`src/rtl/pc_bpred.sv`:
```
// pc_bpred -- fetch program counter with a small fully associative branch
// history table of saturating counters.
//
// The block drives pc_o to instruction memory, decodes the instruction that
// comes back in the same cycle, and speculatively redirects on conditional
// branches that the table (or, on a table miss, the static backward-taken
// rule) predicts taken. Execute-stage feedback on train_* updates counters;
// jump_* redirects recover from mispredictions and flush on interrupts or
// exceptions.
//
// Optional feature macro: PC_BPRED_JAL_EN
//   When defined, JAL instructions redirect unconditionally to pc_o + imm_j
//   at fetch time without using a table entry. When undefined, JAL falls
//   through to pc+4 and is resolved later by a cause-3 redirect.
//
// Parameters:
//   ADDR_W    PC / address width
//   ENTRIES   table entries, power of two, 2..16
//   CNT_W     saturating counter width, 2..4
//   RESET_PC  pc_o value after reset
//
// Ports:
//   clk                clock, rising edge
//   rst                asynchronous active-high reset
//   jump_cause_i[2:0]  0 none, 1/2 mispredict, 3 unconditional, 4 interrupt,
//                      5 exception, 6-7 behave like 3
//   jump_to_addr_i     redirect target
//   hold_i             pipeline stall, pc_o holds
//   inst_i[31:0]       instruction fetched at the current pc_o
//   train_valid_i      a conditional branch resolved in execute
//   train_addr_i       PC of the resolved branch
//   train_taken_i      actual outcome of the resolved branch
//   pc_o               registered fetch PC
//   predict_to_jump_o  combinational: current inst_i is redirected at fetch
//   predict_hit_o      combinational: current pc_o hits a valid table entry

module pc_bpred #(
  parameter int                 ADDR_W   = 32,
  parameter int                 ENTRIES  = 4,
  parameter int                 CNT_W    = 2,
  parameter logic [ADDR_W-1:0]  RESET_PC = '0
) (
  input  logic              clk,
  input  logic              rst,
  input  logic [2:0]        jump_cause_i,
  input  logic [ADDR_W-1:0] jump_to_addr_i,
  input  logic              hold_i,
  input  logic [31:0]       inst_i,
  input  logic              train_valid_i,
  input  logic [ADDR_W-1:0] train_addr_i,
  input  logic              train_taken_i,
  output logic [ADDR_W-1:0] pc_o,
  output logic              predict_to_jump_o,
  output logic              predict_hit_o
);

  localparam int IDX_W = $clog2(ENTRIES);
  localparam logic [CNT_W-1:0] TAKEN_MIN = CNT_W'(1) << (CNT_W - 1);
  localparam logic [CNT_W-1:0] CNT_MAX   = '1;

  // Table state
  logic [ENTRIES-1:0] valid_q;
  logic [ADDR_W-1:0]  tag_q [ENTRIES];
  logic [CNT_W-1:0]   cnt_q [ENTRIES];
  logic [IDX_W-1:0]   rr_q;
  logic [ADDR_W-1:0]  pc_q;

  // Instruction decode
  logic              is_b;
  logic [12:0]       imm_b13;
  logic [ADDR_W-1:0] imm_b;
  logic              jal_taken;
  logic [ADDR_W-1:0] jal_off;

  assign is_b    = (inst_i[6:0] == 7'b1100011);
  assign imm_b13 = {inst_i[31], inst_i[7], inst_i[30:25], inst_i[11:8], 1'b0};
  assign imm_b   = ADDR_W'($signed(imm_b13));

  // Redirect classification
  logic redirect;
  logic flush;
  logic fetch_ok;

  assign redirect = (jump_cause_i != 3'd0);
  assign flush    = (jump_cause_i == 3'd4) || (jump_cause_i == 3'd5);
  // Prediction only acts when neither a redirect nor a stall overrides it.
  assign fetch_ok = !redirect && !hold_i;

`ifdef PC_BPRED_JAL_EN
  logic        is_jal;
  logic [20:0] imm_j21;

  assign is_jal    = (inst_i[6:0] == 7'b1101111);
  assign imm_j21   = {inst_i[31], inst_i[19:12], inst_i[20], inst_i[30:21], 1'b0};
  assign jal_off   = ADDR_W'($signed(imm_j21));
  assign jal_taken = fetch_ok && is_jal;
`else
  // rs1/funct3/rs2 fields carry nothing for fetch when JAL is not decoded.
  logic unused_inst_bits;

  assign unused_inst_bits = ^inst_i[24:12];
  assign jal_off          = '0;
  assign jal_taken        = 1'b0;
`endif

  // Fetch-side lookup against pc_o
  logic             f_hit;
  logic [IDX_W-1:0] f_idx;

  always_comb begin
    f_hit = 1'b0;
    f_idx = '0;
    for (int i = 0; i < ENTRIES; i++) begin
      if (valid_q[i] && (tag_q[i] == pc_q)) begin
        f_hit = 1'b1;
        f_idx = IDX_W'(i);
      end
    end
  end

  // Training-side lookup against train_addr_i
  logic             t_hit;
  logic [IDX_W-1:0] t_idx;

  always_comb begin
    t_hit = 1'b0;
    t_idx = '0;
    for (int i = 0; i < ENTRIES; i++) begin
      if (valid_q[i] && (tag_q[i] == train_addr_i)) begin
        t_hit = 1'b1;
        t_idx = IDX_W'(i);
      end
    end
  end

  // Victim choice: lowest-index invalid entry, else the round-robin pointer.
  // Scanning downward leaves the lowest invalid index in inv_idx.
  logic             inv_found;
  logic [IDX_W-1:0] inv_idx;
  logic [IDX_W-1:0] victim;

  always_comb begin
    inv_found = 1'b0;
    inv_idx   = '0;
    for (int i = ENTRIES - 1; i >= 0; i--) begin
      if (!valid_q[i]) begin
        inv_found = 1'b1;
        inv_idx   = IDX_W'(i);
      end
    end
  end

  assign victim = inv_found ? inv_idx : rr_q;

  // Prediction and next-PC selection
  logic              b_taken;
  logic              alloc;
  logic              predict;
  logic [ADDR_W-1:0] target;
  logic [ADDR_W-1:0] next_pc;

  always_comb begin
    b_taken = 1'b0;
    if (is_b) begin
      if (f_hit) b_taken = (cnt_q[f_idx] >= TAKEN_MIN);
      else       b_taken = imm_b[ADDR_W-1];  // static: backward taken
    end
  end

  assign alloc   = fetch_ok && is_b && !f_hit;
  assign predict = fetch_ok && (b_taken || jal_taken);
  assign target  = pc_q + (jal_taken ? jal_off : imm_b);

  always_comb begin
    next_pc = pc_q + ADDR_W'(4);
    if (redirect)     next_pc = jump_to_addr_i;
    else if (hold_i)  next_pc = pc_q;
    else if (predict) next_pc = target;
  end

  // Counter training (registered only; no combinational path to outputs)
  logic             train_en;
  logic [CNT_W-1:0] t_cnt;
  logic [CNT_W-1:0] t_cnt_next;

  assign train_en = train_valid_i && t_hit && !flush;
  assign t_cnt    = cnt_q[t_idx];

  always_comb begin
    t_cnt_next = t_cnt;
    if (train_taken_i) begin
      if (t_cnt != CNT_MAX) t_cnt_next = t_cnt + CNT_W'(1);
    end else begin
      if (t_cnt != '0) t_cnt_next = t_cnt - CNT_W'(1);
    end
  end

  logic [CNT_W-1:0] alloc_cnt;
  assign alloc_cnt = imm_b[ADDR_W-1] ? TAKEN_MIN : (TAKEN_MIN - CNT_W'(1));

  // State update
  always_ff @(posedge clk or posedge rst) begin
    if (rst) begin
      pc_q    <= RESET_PC;
      valid_q <= '0;
      rr_q    <= '0;
      for (int i = 0; i < ENTRIES; i++) begin
        tag_q[i] <= '0;
        cnt_q[i] <= '0;
      end
    end else begin
      pc_q <= next_pc;
      if (flush) begin
        // Interrupt/exception: drop the whole table; any same-cycle
        // training is discarded (alloc cannot fire while redirecting).
        valid_q <= '0;
        rr_q    <= '0;
      end else begin
        for (int i = 0; i < ENTRIES; i++) begin
          // Allocation takes precedence over training of the same entry.
          if (alloc && (victim == IDX_W'(i))) begin
            valid_q[i] <= 1'b1;
            tag_q[i]   <= pc_q;
            cnt_q[i]   <= alloc_cnt;
          end else if (train_en && (t_idx == IDX_W'(i))) begin
            cnt_q[i] <= t_cnt_next;
          end
        end
        if (alloc && !inv_found) begin
          rr_q <= (rr_q == IDX_W'(ENTRIES - 1)) ? '0 : rr_q + IDX_W'(1);
        end
      end
    end
  end

  assign pc_o              = pc_q;
  assign predict_to_jump_o = predict;
  assign predict_hit_o     = f_hit;

endmodule

```
`config.mk`:
```
export PLATFORM = sky130hd
export DESIGN_NAME = pc_bpred
export DESIGN_NICKNAME = d
export VERILOG_FILES = /design/src/rtl/pc_bpred.sv
export SDC_FILE = /design/constraint.sdc
export NUM_CORES = 1
export LEC_CHECK = 0
export CAP_MARGIN = 20
export CORE_AREA = 2 2 159 161
export DETAILED_ROUTE_END_ITERATION = 10
export DIE_AREA = 0 0 161 163
export GPL_TIMING_DRIVEN = 1
export PLACE_DENSITY = 0.75
export SETUP_SLACK_MARGIN = 0.3
export SYNTH_ARGS = -nofsm -noshare
export SYNTH_HDL_FRONTEND = slang
export SYNTH_SLANG_ARGS = --single-unit
```
`constraint.sdc`:
```
create_clock -name clk -period 8.48 [get_ports clk]
set_clock_uncertainty 0.05 [all_clocks]
set_input_delay 2.544 -clock clk [delete_from_list [all_inputs] [get_ports clk]]
set_output_delay 2.544 -clock clk [all_outputs]
set_load 0.02 [all_outputs]
```
; Yosys cells after proc, flatten, opt, wreduce, memory -nomap -nowiden
; Cells that the tools add are included.
; W data, S select, Z words.
[word_totals]
reg_bits = 174
in_bits = 104
out_inout_bits = 34
elab_cells = 149
[classes]
add_sub_neg = 5
magnitude_cmp = 3
eq_ne = 20
n_mux = 54
bitwise = 3
n_reduce_logical = 50
[ops]
columns = cell, n
row1 = $eq A32 B32 Y1, 8
row2 = $mux W32, 3
row3 = $mux W2, 28
row4 = $add A32 B3 Y32 const B, 1
row5 = $add A32 B32 Y32, 1
row6 = $logic_and A1 B1 Y1, 23
row7 = $mux W1, 20
row8 = $reduce_bool A2 Y1, 10
row9 = $reduce_and A2 Y1, 8
row10 = $eq A2 B2 Y1 const B, 5
row11 = $bmux W2 S2, 2
row12 = $eq A7 B7 Y1 const B, 1
row13 = $eq A3 B3 Y1 const B, 2
row14 = $ge A3 B3 Y1 const B, 2
row15 = $not A2 Y3, 2
row16 = $logic_not A1 Y1, 5
row17 = $add A2 B1 Y2 const B, 2
row18 = $eq A2 B1 Y1 const B, 2
row19 = $logic_not A2 Y1, 2
row20 = $mux W4, 1
row21 = $reduce_bool A3 Y1, 1
row22 = $ge A2 B2 Y1 const B, 1
row23 = $ne A2 B1 Y1 const B, 1
row24 = $ne A2 B2 Y1 const B, 1
row25 = 3 further kinds, 3

; Logic depth before layout (Yosys ltp)
; Gate-level depths: netlist (run 1).
[depth]
word_depth = 16
ltp_mapped = 13
mapped_depth_nobuf = 12

; Worst setup path before layout (run 1)
; OpenSTA, ideal clock, no wires.
[synth_path]
path_type = in2out
startpoint = in jump_cause_i[1]
endpoint = out predict_to_jump_o
t_arrival_ns = 3.693
t_required_ns = 5.886
setup_slack_ns = 2.193
cell_stages = 4
path_buffers = 0
cell_sequence = or3_1 -> nor2_1 -> nand4_1 -> nor2_1
[synth_between]
elab_chain_cells = 4
[synth_lines]
columns = element, line_no
row1 = "start, declared", 45  ; input logic [2:0] jump_cause_i,
row2 = $reduce_bool A3 Y1, 84  ; assign redirect = (jump_cause_i != 3'd0);
row3 = $logic_not A1 Y1, 87  ; assign fetch_ok = !redirect && !hold_i;
row4 = $logic_and A1 B1 Y1, 87
row5 = $logic_and A1 B1 Y1, 171  ; assign predict = fetch_ok && (b_taken || jal_taken);
row6 = "end, declared", 53  ; output logic predict_to_jump_o,
; Every way passes these cells.

; Worst setup path after layout (run 1)
; Ends and elaborated chain as after synthesis.

==> impl_metrics.env, run 1 <==
export IMPL_viasPerCell=6.36
export IMPL_die_w_microns=161
export IMPL_ant_nets=0
export IMPL_period_needed_ps=7610
export IMPL_nNetsFinal=1569
export IMPL_synth_top_family_by_area="XOR/XNOR gates"
export IMPL_dieArea_sq_um=26200
export IMPL_postLayoutCoreUtil_pct=61.2
export IMPL_synth_compound_area_share_pct=9.02
export IMPL_layout_common_cells="dfrtp_1, xor2_1, clkdlybuf4s50_1"
export IMPL_maxCapViolations=0
export IMPL_fin_crit_sh_pct=89.7
export IMPL_clk_latency_ps=440
export IMPL_end_kind="output port"
export IMPL_hold_ws_ps=450
export IMPL_drive_gt1_share_pct=12.0
export IMPL_syn_inst=1344
export IMPL_netlist_area_sq_um=13000
export IMPL_worstSetupPathType="in2out"
export IMPL_grt_ovfl_total=0
export IMPL_synth_nets=1481
export IMPL_routed_wl_microns=43800
export IMPL_synthAdderAreaFrac_pct=3.48
export IMPL_critPathLaunchType="input pin"
export IMPL_synth_distinct_cells=76
export IMPL_routedWlPerCell_microns=24.7
export IMPL_synth_edf_count=0
export IMPL_die_h_microns=163
export IMPL_grt_max_degree=76
export IMPL_via_count=11300
export IMPL_final_common_cell="dfrtp_1"
export IMPL_first_pass_iters=5
export IMPL_worst_path_max_delay_cell="clkdlybuf4s50_1"
export IMPL_io_pins=138
export IMPL_hold_viol=0
export IMPL_cts_buffers=17
export IMPL_synth_seq_area_share_pct=33.5
export IMPL_synth_warning_count=0
export IMPL_area_growth_pct=16.3
export IMPL_start_util_pct=52.7
export IMPL_clock_sinks=174
export IMPL_grtUsageMet3_pct=5.86
export IMPL_hold_class="reg2reg"
export IMPL_cts_max_path_buffers=2
export IMPL_stdcell_count=1773
export IMPL_io_buffers=124
export IMPL_root_buffer="clkbuf_16"
export IMPL_hpwl_microns=33100
export IMPL_htreeDepth=4
export IMPL_use_met1_pct=43.0
export IMPL_required_ps=5890
export IMPL_gp_congestion=1.05
export IMPL_cpPeakStageDelay_ps=680
export IMPL_cellLeakagePower_nw=6.77
export IMPL_antennaDiodeCount=0
export IMPL_drtIter0Drc=1008
export IMPL_grt_pass1_wl_microns=65800
export IMPL_cts_setup_buffers=0
export IMPL_synth_area_mux_share_pct=13.1
export IMPL_cp_max_fo=4
export IMPL_grtUsageTotal_pct=33.7
export IMPL_async_flop_share_pct=100
export IMPL_antenna_found_initial=0
export IMPL_fill_cells=2139
export IMPL_hold_buffers=0
export IMPL_report_final_setup_viol=0
export IMPL_drcViolationCount=0
export IMPL_yosys_area_share_simple_pct=17.1
export IMPL_ys_seq_elements=174
export IMPL_post_cts_resized=0
export IMPL_power_density_nw_per_um2=149
export IMPL_cp_arrival_ps=5020
export IMPL_first_global_vias=11000
export IMPL_stdcell_area_sq_um=15100
export IMPL_grt_busiest_layer="met2"
export IMPL_rows=58
export IMPL_tns_ps=0
export IMPL_worst_pin_slew_ps=1040
export IMPL_rsz0062_at_grt="no"
export IMPL_postSynthAreaPerCell_sq_um=9.67
export IMPL_cp_cell_sequence="clkdlybuf4s50_1 > or3_2 > nor2_1 > nand4_1 > nor2_1 > clkdlybuf4s50_1"
export IMPL_yosys_most_used_dff="dfrtp_1"
export IMPL_drv_slew=0
export IMPL_use_met2_pct=54.1
export IMPL_status="complete, no violations"
export IMPL_placed_cell_area_sq_um=14500
export IMPL_synth_xor_area_share_pct=19.8
export IMPL_path_clk_slew_ps=70
export IMPL_tritoncts="done"
export IMPL_max_slew_margin_pct=30.2
export IMPL_peakVddDrop_mv=0.119
export IMPL_dp_cells=1742
export IMPL_coreArea_sq_um=24700
export IMPL_fmax_ghz=0.131
registers in the layout (all words and copies together), names as in the netlist:
name and flops:
tag_q 128, pc_o 32, valid_q 4, cnt_q 8, rr_q 2
worst max-delay path, delay by kind of cell:
kind                   cells  cell delay [ps]
AND/OR/NAND/NOR            4             1320
buffers and inverters      2             1150
path summary, 6_finish.rpt:
check / start / to / slack (ps) / depth (start not counted)
hold / removal: cnt_q[2] / cnt_q[2] / 450 / 1
setup reg to reg: pc_o[19] / pc_o[12] / 4100 / 9
min in group asynchronous: rst / tag_q[33] / 2560 / 2
setup / recovery: jump_cause_i[1] / predict_to_jump_o / 870 / 6
hold reg to reg: cnt_q[2] / cnt_q[2] / 450 / 1
max in group asynchronous: rst / tag_q[125] / 4580 / 3
synth_stat cells (30+ instances only):
| cell type | count | area (sq um) |
|---|---|---|
| nor2_1 | 46 | 173 |
| mux2_2 | 88 | 991 |
| mux2_1 | 40 | 450 |
| nand2_1 | 84 | 315 |
| xor2_1 | 173 | 1520 |
| ha_1 | 32 | 400 |
| nor4_1 | 66 | 413 |
| nor3_1 | 30 | 150 |
| xnor2_1 | 115 | 1010 |
| nand4_1 | 52 | 325 |
| a21oi_1 | 40 | 200 |
| dfrtp_1 | 174 | 4350 |
| buf_2 | 39 | 195 |
| o21ai_0 | 36 | 180 |
| clkbuf_1 | 33 | 124 |
| nand3_1 | 36 | 180 |
power breakdown:
| group | switching [mW] | internal, mW | total (mW) |
|---|---|---|---|
| logic | 0.281 | 0.198 | 0.480 |
| registers | 0.0552 | 0.843 | 0.898 |
| clock network | 0.349 | 0.519 | 0.868 |
| total | 0.685 | 1.56 | 2.25 |
routing by layer:
metal  share of wire [%]  up-vias
li1                    -     5022
met1                  39     5497
met2                  46      622
met3                 8.5      139
met4                 6.5        0
met5                   0        -
kinds of logic after synthesis:
logic type,Yosys count
buf+inv,107
simple gates,405
xor+xnor,291
compound gates,178
mux,153
fa+ha+maj,36
flops,174
area by class of cell:
class	count	area, sq um	share of cell area (%)
repair buffers	153	1480	9.79
clock inverters	11	193	1.28
inverters	23	91.3	0.604
well taps	330	413	2.73
multi-input cells	1063	8150	53.9
clock buffers	19	433	2.86
flip-flops and latches	174	4350	28.8
through the flow:
step	setup slack (ps)	power [mW]
after floorplan	1170	1.19
after global placement	969	1.37
after detailed placement	920	1.38
after CTS	914	2.24
after global routing	797	2.32
final	870	2.25
No activity file was read; power rests on OpenSTA's default activity.
==> inputs of run 2 (changes only) <==
Settings changed: RECOVER_POWER set to 50.
==> run 2 against run 1 <==
The run now ends with capacitance limit, slew limit left. Worst setup slack worse by 4.4 ps. Sequential cell count unchanged. Largest power group unchanged. Wire length rose by 0.11%. Core utilization shrank 0.071 points. Critical path depth is the same. Total power decreased by 0.10%. Largest cell class unchanged. Combinational power barely moved. Clock power about the same.
==> impl_metrics.env, run 2 (synthesis gave the netlist of run 1 again) <==
export IMPL_status="complete, but fails checks"
export IMPL_failed_checks="capacitance limit, slew limit"
export IMPL_cts_max_path_buffers=2
export IMPL_report_final_setup_viol=0
export IMPL_dp_worst_setup_slack_ps=920
export IMPL_cts_setup_buffers=0
export IMPL_cellLeakagePower_nw=6.76
export IMPL_routed_wl_microns=43800
export IMPL_post_cts_resized=0
export IMPL_setup_slack_ps=866
export IMPL_via_count=11300
export IMPL_power_density_nw_per_um2=149
export IMPL_start_util_pct=52.7
export IMPL_r2r_start="pc_o[19]"
export IMPL_drtIter0Drc=1103
export IMPL_cp_arrival_ps=5020
export IMPL_dieArea_sq_um=26200
export IMPL_grt_max_degree=76
export IMPL_rsz0062_at_grt="no"
export IMPL_io_buffers=124
export IMPL_hpwl_microns=33100
export IMPL_antenna_found_initial=0
export IMPL_r2r_end="pc_o[7]"
export IMPL_min_from="cnt_q[2]"
export IMPL_endpoint="predict_to_jump_o"
export IMPL_worst_pin_slew_ps=3560
export IMPL_switchingPower_mw=0.685
export IMPL_root_buffer="clkbuf_16"
export IMPL_seqPwrFrac_pct=40.1
export IMPL_htreeDepth=4
export IMPL_cts_buffers=17
export IMPL_fin_crit_sh_pct=89.8
export IMPL_cp_max_fo=4
export IMPL_drv_slew=169
export IMPL_p_int_mw=1.56
export IMPL_p_clk_share_pct=38.7
export IMPL_routedWlPerCell_microns=24.7
export IMPL_die_w_microns=161
export IMPL_io_pins=138
export IMPL_final_common_cell="dfrtp_1"
export IMPL_layout_common_cells="dfrtp_1, xor2_1, xnor2_1"
export IMPL_p_sw_share_pct=30.6
export IMPL_fill_cells=2142
export IMPL_period_needed_ps=7610
export IMPL_nNetsFinal=1569
export IMPL_ant_nets=0
export IMPL_rows=58
export IMPL_coreArea_sq_um=24700
export IMPL_peakVddDrop_mv=0.118
export IMPL_drcViolationCount=0
export IMPL_clk_latency_ps=440
export IMPL_max_slew_margin_pct=-138
export IMPL_path_clk_slew_ps=70
export IMPL_hold_viol=0
export IMPL_grt_ovfl_total=0
export IMPL_hold_path_cell_count=1
export IMPL_drive_gt1_share_pct=11.8
export IMPL_top_register="tag_q"
export IMPL_hold_buffers=0
export IMPL_first_pass_iters=7
export IMPL_fmax_ghz=0.131
export IMPL_cp_startpoint="jump_cause_i[1]"
export IMPL_gp_congestion=1.05
export IMPL_grt_pass1_wl_microns=65800
export IMPL_antennaDiodeCount=0
export IMPL_worstSetupPathType="in2out"
export IMPL_tns_ps=0
export IMPL_area_growth_pct=16.2
export IMPL_clock_sinks=174
export IMPL_maxCapViolations=3
export IMPL_rr_worst_depth=9
export IMPL_reg2reg_setup_slack_ps=4050
export IMPL_viasPerCell=6.38
export IMPL_required_ps=5890
export IMPL_p_comb_share_pct=21.2
export IMPL_first_global_vias=11000
export IMPL_grtUsageTotal_pct=33.7
export IMPL_hold_ws_ps=449
export IMPL_die_h_microns=163
export IMPL_tritoncts="done"
export IMPL_hold_class="reg2reg"
export IMPL_postLayoutCoreUtil_pct=61.2
export IMPL_largest_register_ffs=128
export IMPL_end_kind="output port"
export IMPL_critPathLaunchType="input pin"
-- run 2: cell count changes in the layout (fill, tap and decap cells not counted) --
cell,delta
clkbuf_2,+1
inv_6,-1
clkbuf_1,+3
buf_4,-4
dlygate4sd3_1,+16
clkdlybuf4s50_1,-16
clkinvlp_2,+1
-- run 2: power groups by stage --
stage	registers (mW)	clock network [mW]	logic, mW
after detailed placement	0.911	0	0.468
after global placement	0.910	0	0.464
final	0.899	0.868	0.477
after global routing	0.900	0.906	0.513
after floorplan	0.892	0	0.294
after CTS	0.896	0.867	0.472
-- run 2: worst min-delay path by stage --
stage	endpoint	slack, ps
floorplan	cnt_q[2]	410
global placement	cnt_q[2]	430
detailed placement	cnt_q[2]	430
CTS	cnt_q[2]	450
global route	cnt_q[2]	450
finish	cnt_q[2]	450
-- run 2: final cells by class --
| type | count | area, sq um | share of cell area (%) |
|---|---|---|---|
| tap | 330 | 413 | 2.74 |
| clock buffer | 19 | 433 | 2.87 |
| timing repair buffer | 153 | 1470 | 9.71 |
| multi-input combinational | 1063 | 8150 | 54.0 |
| inverter | 23 | 87.6 | 0.580 |
| clock inverter | 11 | 193 | 1.28 |
| sequential | 174 | 4350 | 28.8 |
-- run 2: metrics by stage --
step | total power [mW] | area (sq um) | std cells
after detailed placement | 1.38 | 14500 | 1742
after global routing | 2.32 | 15100 | 1773
final | 2.24 | 15100 | 1773
after floorplan | 1.19 | 13000 | 1344
after CTS | 2.24 | 15100 | 1772
after global placement | 1.37 | 14500 | 1742
-- run 2: worst max-delay path: stages --
cell	delay, ps
clkdlybuf4s50_1	470
or3_2	510
nor2_1	200
nand4_1	260
nor2_1	350
clkdlybuf4s50_1	680
-- run 2: per-layer routing --
layer / track usage (%) / vias up / part of all wire, %
met5: 0 / - / 0
met4: 19.6 / 0 / 6.6
met3: 5.86 / 145 / 8.0
met2: 54.1 / 595 / 46
met1: 43.0 / 5539 / 40
li1: - / 5025 / -
